## src/rtl/jt12_slot_pkg.sv

```systemverilog
// Shared slot-code definitions: FSM states, legal channel constants,
// successor and code-to-linear helpers used by the decoder and sequencer.
package jt12_slot_pkg;

    localparam int unsigned CODE_W = 5;
    localparam int unsigned CH_W   = 3;
    localparam int unsigned OP_W   = 2;
    localparam int unsigned IDX_W  = 5;
    localparam int unsigned MCNT_W = 3;
    localparam int unsigned ECNT_W = 8;

    // Channel field values that never appear in a legal code
    localparam logic [CH_W-1:0] CH_ILL_A = 3'd3;
    localparam logic [CH_W-1:0] CH_ILL_B = 3'd7;
    // Last channel of an operator group; successor wraps and bumps op here
    localparam logic [CH_W-1:0] CH_LAST  = 3'd6;

    typedef enum logic [1:0] {
        ST_UNSYNC  = 2'd0,
        ST_LOCKING = 2'd1,
        ST_LOCKED  = 2'd2
    } slot_state_t;

    function automatic logic code_legal(input logic [CODE_W-1:0] code);
        return (code[CH_W-1:0] != CH_ILL_A) && (code[CH_W-1:0] != CH_ILL_B);
    endfunction

    // Linear channel 0..5; illegal channels collapse to 0
    function automatic logic [CH_W-1:0] code_to_lin(input logic [CODE_W-1:0] code);
        logic [CH_W-1:0] ch;
        ch = code[CH_W-1:0];
        if (!code_legal(code)) return '0;
        return (ch < 3'd4) ? ch : CH_W'(ch - 3'd1);
    endfunction

    // Next code of the 24-slot cycle; illegal codes map to 0
    function automatic logic [CODE_W-1:0] code_succ(input logic [CODE_W-1:0] code);
        logic [CH_W-1:0] ch;
        logic [OP_W-1:0] op;
        ch = code[CH_W-1:0];
        op = code[CODE_W-1:CH_W];
        case (ch)
            3'd0:    return {op, 3'd1};
            3'd1:    return {op, 3'd2};
            3'd2:    return {op, 3'd4};
            3'd4:    return {op, 3'd5};
            3'd5:    return {op, CH_LAST};
            CH_LAST: return {OP_W'(op + 2'd1), 3'd0};
            default: return '0;
        endcase
    endfunction

endpackage

```

## src/rtl/jt12_slotdec_map.sv

```systemverilog
// Combinational slot-code decode to linear channel, slot index and legality.
module jt12_slotdec_map
    import jt12_slot_pkg::*;
(
    input  logic [CODE_W-1:0] code,
    output logic [CH_W-1:0]   ch_lin_c,
    output logic [IDX_W-1:0]  slot_idx_c,
    output logic              legal_c
);

    // slot_idx = op*6 + ch_lin, max 23 so 5 bits never overflow
    always_comb begin
        legal_c    = code_legal(code);
        ch_lin_c   = code_to_lin(code);
        slot_idx_c = IDX_W'(IDX_W'(code[CODE_W-1:CH_W]) * IDX_W'(6)) + IDX_W'(ch_lin_c);
    end

endmodule

```

## src/rtl/jt12_slotdec.sv

```systemverilog
// Slot-code decoder with sequence lock tracking and saturating error count.
module jt12_slotdec
    import jt12_slot_pkg::*;
#(
    parameter int unsigned LOCK_MATCHES = 4
) (
    input  logic              clk,
    input  logic              rst_n,
    input  logic              clk_en,
    input  logic [CODE_W-1:0] slot_in,
    output logic              valid,
    output logic [CH_W-1:0]   ch_lin,
    output logic [OP_W-1:0]   op,
    output logic [IDX_W-1:0]  slot_idx,
    output logic              zero,
    output logic              locked,
    output logic              err,
    output logic [ECNT_W-1:0] err_cnt
);

    slot_state_t         state_q, state_d;
    logic [MCNT_W-1:0]   mcnt_q, mcnt_d;
    logic [CODE_W-1:0]   ref_q, ref_d;
    logic                valid_q, valid_d;
    logic [CH_W-1:0]     ch_lin_q, ch_lin_d;
    logic [OP_W-1:0]     op_q, op_d;
    logic [IDX_W-1:0]    slot_idx_q, slot_idx_d;
    logic                zero_q, zero_d;
    logic                locked_q, locked_d;
    logic                err_q, err_d;
    logic [ECNT_W-1:0]   err_cnt_q, err_cnt_d;

    logic [CH_W-1:0]     map_ch_lin_c;
    logic [IDX_W-1:0]    map_slot_idx_c;
    logic                map_legal_c;
    logic                match_c;

    jt12_slotdec_map u_map (
        .code       (slot_in),
        .ch_lin_c   (map_ch_lin_c),
        .slot_idx_c (map_slot_idx_c),
        .legal_c    (map_legal_c)
    );

    assign match_c = (slot_in == code_succ(ref_q));

    // Next-state, lock tracking and decoded-output update on each strobe
    always_comb begin
        state_d    = state_q;
        mcnt_d     = mcnt_q;
        ref_d      = ref_q;
        valid_d    = 1'b0;
        zero_d     = 1'b0;
        err_d      = 1'b0;
        ch_lin_d   = ch_lin_q;
        op_d       = op_q;
        slot_idx_d = slot_idx_q;
        err_cnt_d  = err_cnt_q;

        if (clk_en) begin
            valid_d    = 1'b1;
            ch_lin_d   = map_ch_lin_c;
            op_d       = slot_in[CODE_W-1:CH_W];
            slot_idx_d = map_slot_idx_c;
            zero_d     = (slot_in == '0);
            ref_d      = slot_in;

            case (state_q)
                ST_UNSYNC: begin
                    if (map_legal_c) begin
                        state_d = ST_LOCKING;
                        mcnt_d  = '0;
                    end
                end
                ST_LOCKING: begin
                    if (!map_legal_c) begin
                        state_d = ST_UNSYNC;
                        mcnt_d  = '0;
                    end else if (match_c) begin
                        if (32'(mcnt_q) + 32'd1 >= 32'(LOCK_MATCHES)) begin
                            state_d = ST_LOCKED;
                            mcnt_d  = '0;
                        end else begin
                            mcnt_d = MCNT_W'(mcnt_q + 3'd1);
                        end
                    end else begin
                        mcnt_d = '0;
                    end
                end
                ST_LOCKED: begin
                    if (!map_legal_c) begin
                        err_d   = 1'b1;
                        state_d = ST_UNSYNC;
                        mcnt_d  = '0;
                    end else if (!match_c) begin
                        err_d   = 1'b1;
                        state_d = ST_LOCKING;
                        mcnt_d  = '0;
                    end
                end
                default: begin
                    state_d = ST_UNSYNC;
                    mcnt_d  = '0;
                end
            endcase

            if (err_d && (err_cnt_q != '1)) begin
                err_cnt_d = ECNT_W'(err_cnt_q + 8'd1);
            end
        end

        locked_d = (state_d == ST_LOCKED);
    end

    // State and output registers
    always_ff @(posedge clk or negedge rst_n) begin
        if (!rst_n) begin
            state_q    <= ST_UNSYNC;
            mcnt_q     <= '0;
            ref_q      <= '0;
            valid_q    <= 1'b0;
            ch_lin_q   <= '0;
            op_q       <= '0;
            slot_idx_q <= '0;
            zero_q     <= 1'b0;
            locked_q   <= 1'b0;
            err_q      <= 1'b0;
            err_cnt_q  <= '0;
        end else begin
            state_q    <= state_d;
            mcnt_q     <= mcnt_d;
            ref_q      <= ref_d;
            valid_q    <= valid_d;
            ch_lin_q   <= ch_lin_d;
            op_q       <= op_d;
            slot_idx_q <= slot_idx_d;
            zero_q     <= zero_d;
            locked_q   <= locked_d;
            err_q      <= err_d;
            err_cnt_q  <= err_cnt_d;
        end
    end

    assign valid    = valid_q;
    assign ch_lin   = ch_lin_q;
    assign op       = op_q;
    assign slot_idx = slot_idx_q;
    assign zero     = zero_q;
    assign locked   = locked_q;
    assign err      = err_q;
    assign err_cnt  = err_cnt_q;

endmodule
```

## config.mk

```make
export PLATFORM = sky130hd
export DESIGN_NAME = jt12_slotdec
export DESIGN_NICKNAME = d
export VERILOG_FILES = /design/src/rtl/jt12_slot_pkg.sv /design/src/rtl/jt12_slotdec_map.sv /design/src/rtl/jt12_slotdec.sv
export SDC_FILE = /design/constraint.sdc
export NUM_CORES = 1
export LEC_CHECK = 0
export CAP_MARGIN = 20
export CORE_UTILIZATION = 35
export CTS_CLUSTER_DIAMETER = 120
export DETAILED_ROUTE_END_ITERATION = 10
export GPL_TIMING_DRIVEN = 0
export HOLD_SLACK_MARGIN = 0.1
export PLACE_DENSITY = 0.55
export SYNTH_ARGS = -nofsm -noshare
export SYNTH_HDL_FRONTEND = slang
export SYNTH_SLANG_ARGS = --single-unit
```

## constraint.sdc

```tcl
create_clock -name clk -period 3 [get_ports clk]
set_clock_uncertainty 0.05 [all_clocks]
set_input_delay 0.3 -clock clk [delete_from_list [all_inputs] [get_ports clk]]
set_output_delay 0.3 -clock clk [all_outputs]
set_load 0.1 [all_outputs]
```

==> results.cfg <==
[sta]
setup_violations = 0
worstMarginPinSlew_ns = 0.971
rsz0062_at_grt = no
min_period_over_period_pct = 85.4
final_hold_viol_count = 0
post-route-min-period_ns = 2.56
tns_ns = 0
max_slew_margin_pct = 35.1
timing.fmax_ghz = 0.390
slew_viol_final = 0

[routing]
drt_first_pass_iters = 4
dr.first_iter.drc_count = 65
drt_wl_total_mm = 3.17
wl_per_cell_um = 13.1
viasPerCell = 5.19
drc = 0
ant_nets = 0
vias = 1256

[die]
rows = 24
io_pins = 30
core_sq_um = 4410
start_util_pct = 36.8
die_width_um = 70.1
dieHeight_um = 70.1
dieArea_sq_um = 4920

[global_routing]
grt-ovfl-total = 0
grt_pass1_vias = 1265
grt_first_pass_wirelength_mm = 5.84
grt_max_degree = 17
antenna_found_initial = 0
track_usage_pct = 15.1

[yosys]
synth.area.top_cells = dfrtp_1, ha_1, mux2_2
synth_edf_count = 0
netlist_instances = 153
yosysTopAreaCell = dfrtp_1
syn_nets = 171
yosysWarnings = 0
synth_common_cells = dfrtp_1, nor2_1, mux2_2
synth_async_sr_flop_share_pct = 100
ys_types = 39
ys_seq_elements = 29
syn-cell-area_sq_um = 1620
synth.avg_cell_area_sq_um = 10.6
synth_top_flop_cell = dfrtp_1
seq_area_frac_synth_pct = 44.7
synth_top_area_share_pct = 44.7
synthMostInstantiatedCell = dfrtp_1

[placed_design]
gp_congestion = 0.832
dp.final_hpwl_mm = 2.36
port-buffer-count = 28

[finish]
finalCoreUtilization_pct = 46.8
syn2layout_area_growth_pct = 27.1
drive_above_1_share_pct = 12.1
nets = 207
diodes = 0

[cts]
clk_pin_slew_worst_paths_ns = 0.06
cts_tree = built
clockBufferDepth = 2
cts_made_buffers = 5
clock_sinks = 29
post_cts_resized = 0
clock-root-buffer = clkbuf_8
clock_latency_ns = 0.28
cts_hold_buffers = 0
postCtsSetupBuffers = 0
htree_levels = 2

[worst_hold_path]
hp-class = input pin to async pin

[setup_path]
cp-start-kind = input pin
timing.rr.start = ref_q[0]
critPathKind = input pin to flop
crit_start = slot_in[0]
worstPathArrival_ns = 2.68
cp-end-kind = flop
required_ns = 3.11
path_max_fanout = 8

[job]
cap_viol_max_count = 0

[pwr]
ir_drop_uv = 320
power.leakage_nw = 0.910
power_density_nw_per_um2 = 526

[outcome]
outcome = completed
## worst paths after layout
kind                            cells past startpoint  slack (ns)    endpoint
worst min-delay path                                1        0.42   mcnt_q[2]
min in group clk                                    1        0.45  err_cnt[6]
worst min register to register                      1        0.45  err_cnt[6]
worst max register to register                      5        0.58  err_cnt[1]
worst max-delay path                                6        0.44  err_cnt[1]
max in group asynchronous                           2        1.93  err_cnt[2]
## metal layers
layer	global-route usage, %	wire (um)
met5	0	0
met4	6.89	64
met3	3.90	126
met2	23.6	1470
met1	19.6	1510
## cell families (layout without fill, tap and decap cells)
logic type	count (synthesis)	in the layout	synth area share, %
muxes	11	11	7.86
and+or+nand+nor	49	49	16.3
DFF	29	29	44.7
buffers and inverters	15	52	4.16
adders and majority gates	10	10	8.17
xor gates and xnor gates	11	11	5.93
AOI/OAI and AO/OA	28	28	12.9
## layout by cell type (no fill, tap or decap), types with 5 or more instances in the layout
| cell | Yosys | layout |
|---|---|---|
| a21oi_1 | 6 | 6 |
| xor2_1 | 7 | 7 |
| nand2_1 | 7 | 7 |
| ha_1 | 9 | 9 |
| dfrtp_1 | 29 | 29 |
| mux2_2 | 10 | 10 |
| clkbuf_8 | 0 | 5 |
| nand3_1 | 5 | 5 |
| clkbuf_1 | 5 | 8 |
| nor2_1 | 16 | 16 |
| clkdlybuf4s50_1 | 0 | 28 |
| inv_1 | 7 | 7 |
| o21ai_0 | 6 | 6 |
## report_power, final
group,internal [mW],leakage [nW],switching (mW)
Sequential,0.418,0.373,0.0257
Clock,0.164,0.0395,0.136
Combinational,0.0997,0.498,0.242
## critical path, stage by stage
cell	delay (ns)
clkdlybuf4s50_1	0.59
or3b_1	0.39
a211oi_2	0.22
o22ai_1	0.19
o41ai_4	0.64
mux2_4	0.35
## registers in the layout (all words and copies together) (netlist names)
name	count
ch_lin	3
err	1
err_cnt	8
locked	1
mcnt_q	3
ref_q	5
slot_idx	4
state_q	2
valid	1
zero	1
## stage by stage
| stage | power [mW] | instance area, sq um | hold WS, ns | setup slack, ns | std cells |
|---|---|---|---|---|---|
| floorplan | 0.704 | 1620 | -0.0456 | 0.764 | 153 |
| global placement | 0.788 | 1970 | 0.428 | 0.156 | 233 |
| detailed placement | 0.794 | 1980 | 0.433 | 0.133 | 234 |
| CTS | 1.10 | 2060 | 0.446 | 0.430 | 242 |
| global route | 1.14 | 2060 | 0.457 | 0.312 | 242 |
| finish | 1.09 | 2060 | 0.417 | 0.437 | 242 |
## final cells by class
| type | instances | area (sq um) |
|---|---|---|
| fill | 419 | 2350 |
| multi-input combinational | 109 | 831 |
| sequential | 29 | 726 |
| timing repair buffer | 29 | 295 |
| clock buffer | 8 | 80.1 |
| tap | 52 | 65.1 |
| buffer | 8 | 41.3 |
| inverter | 7 | 26.3 |
No activity file was read; power rests on OpenSTA's default activity.
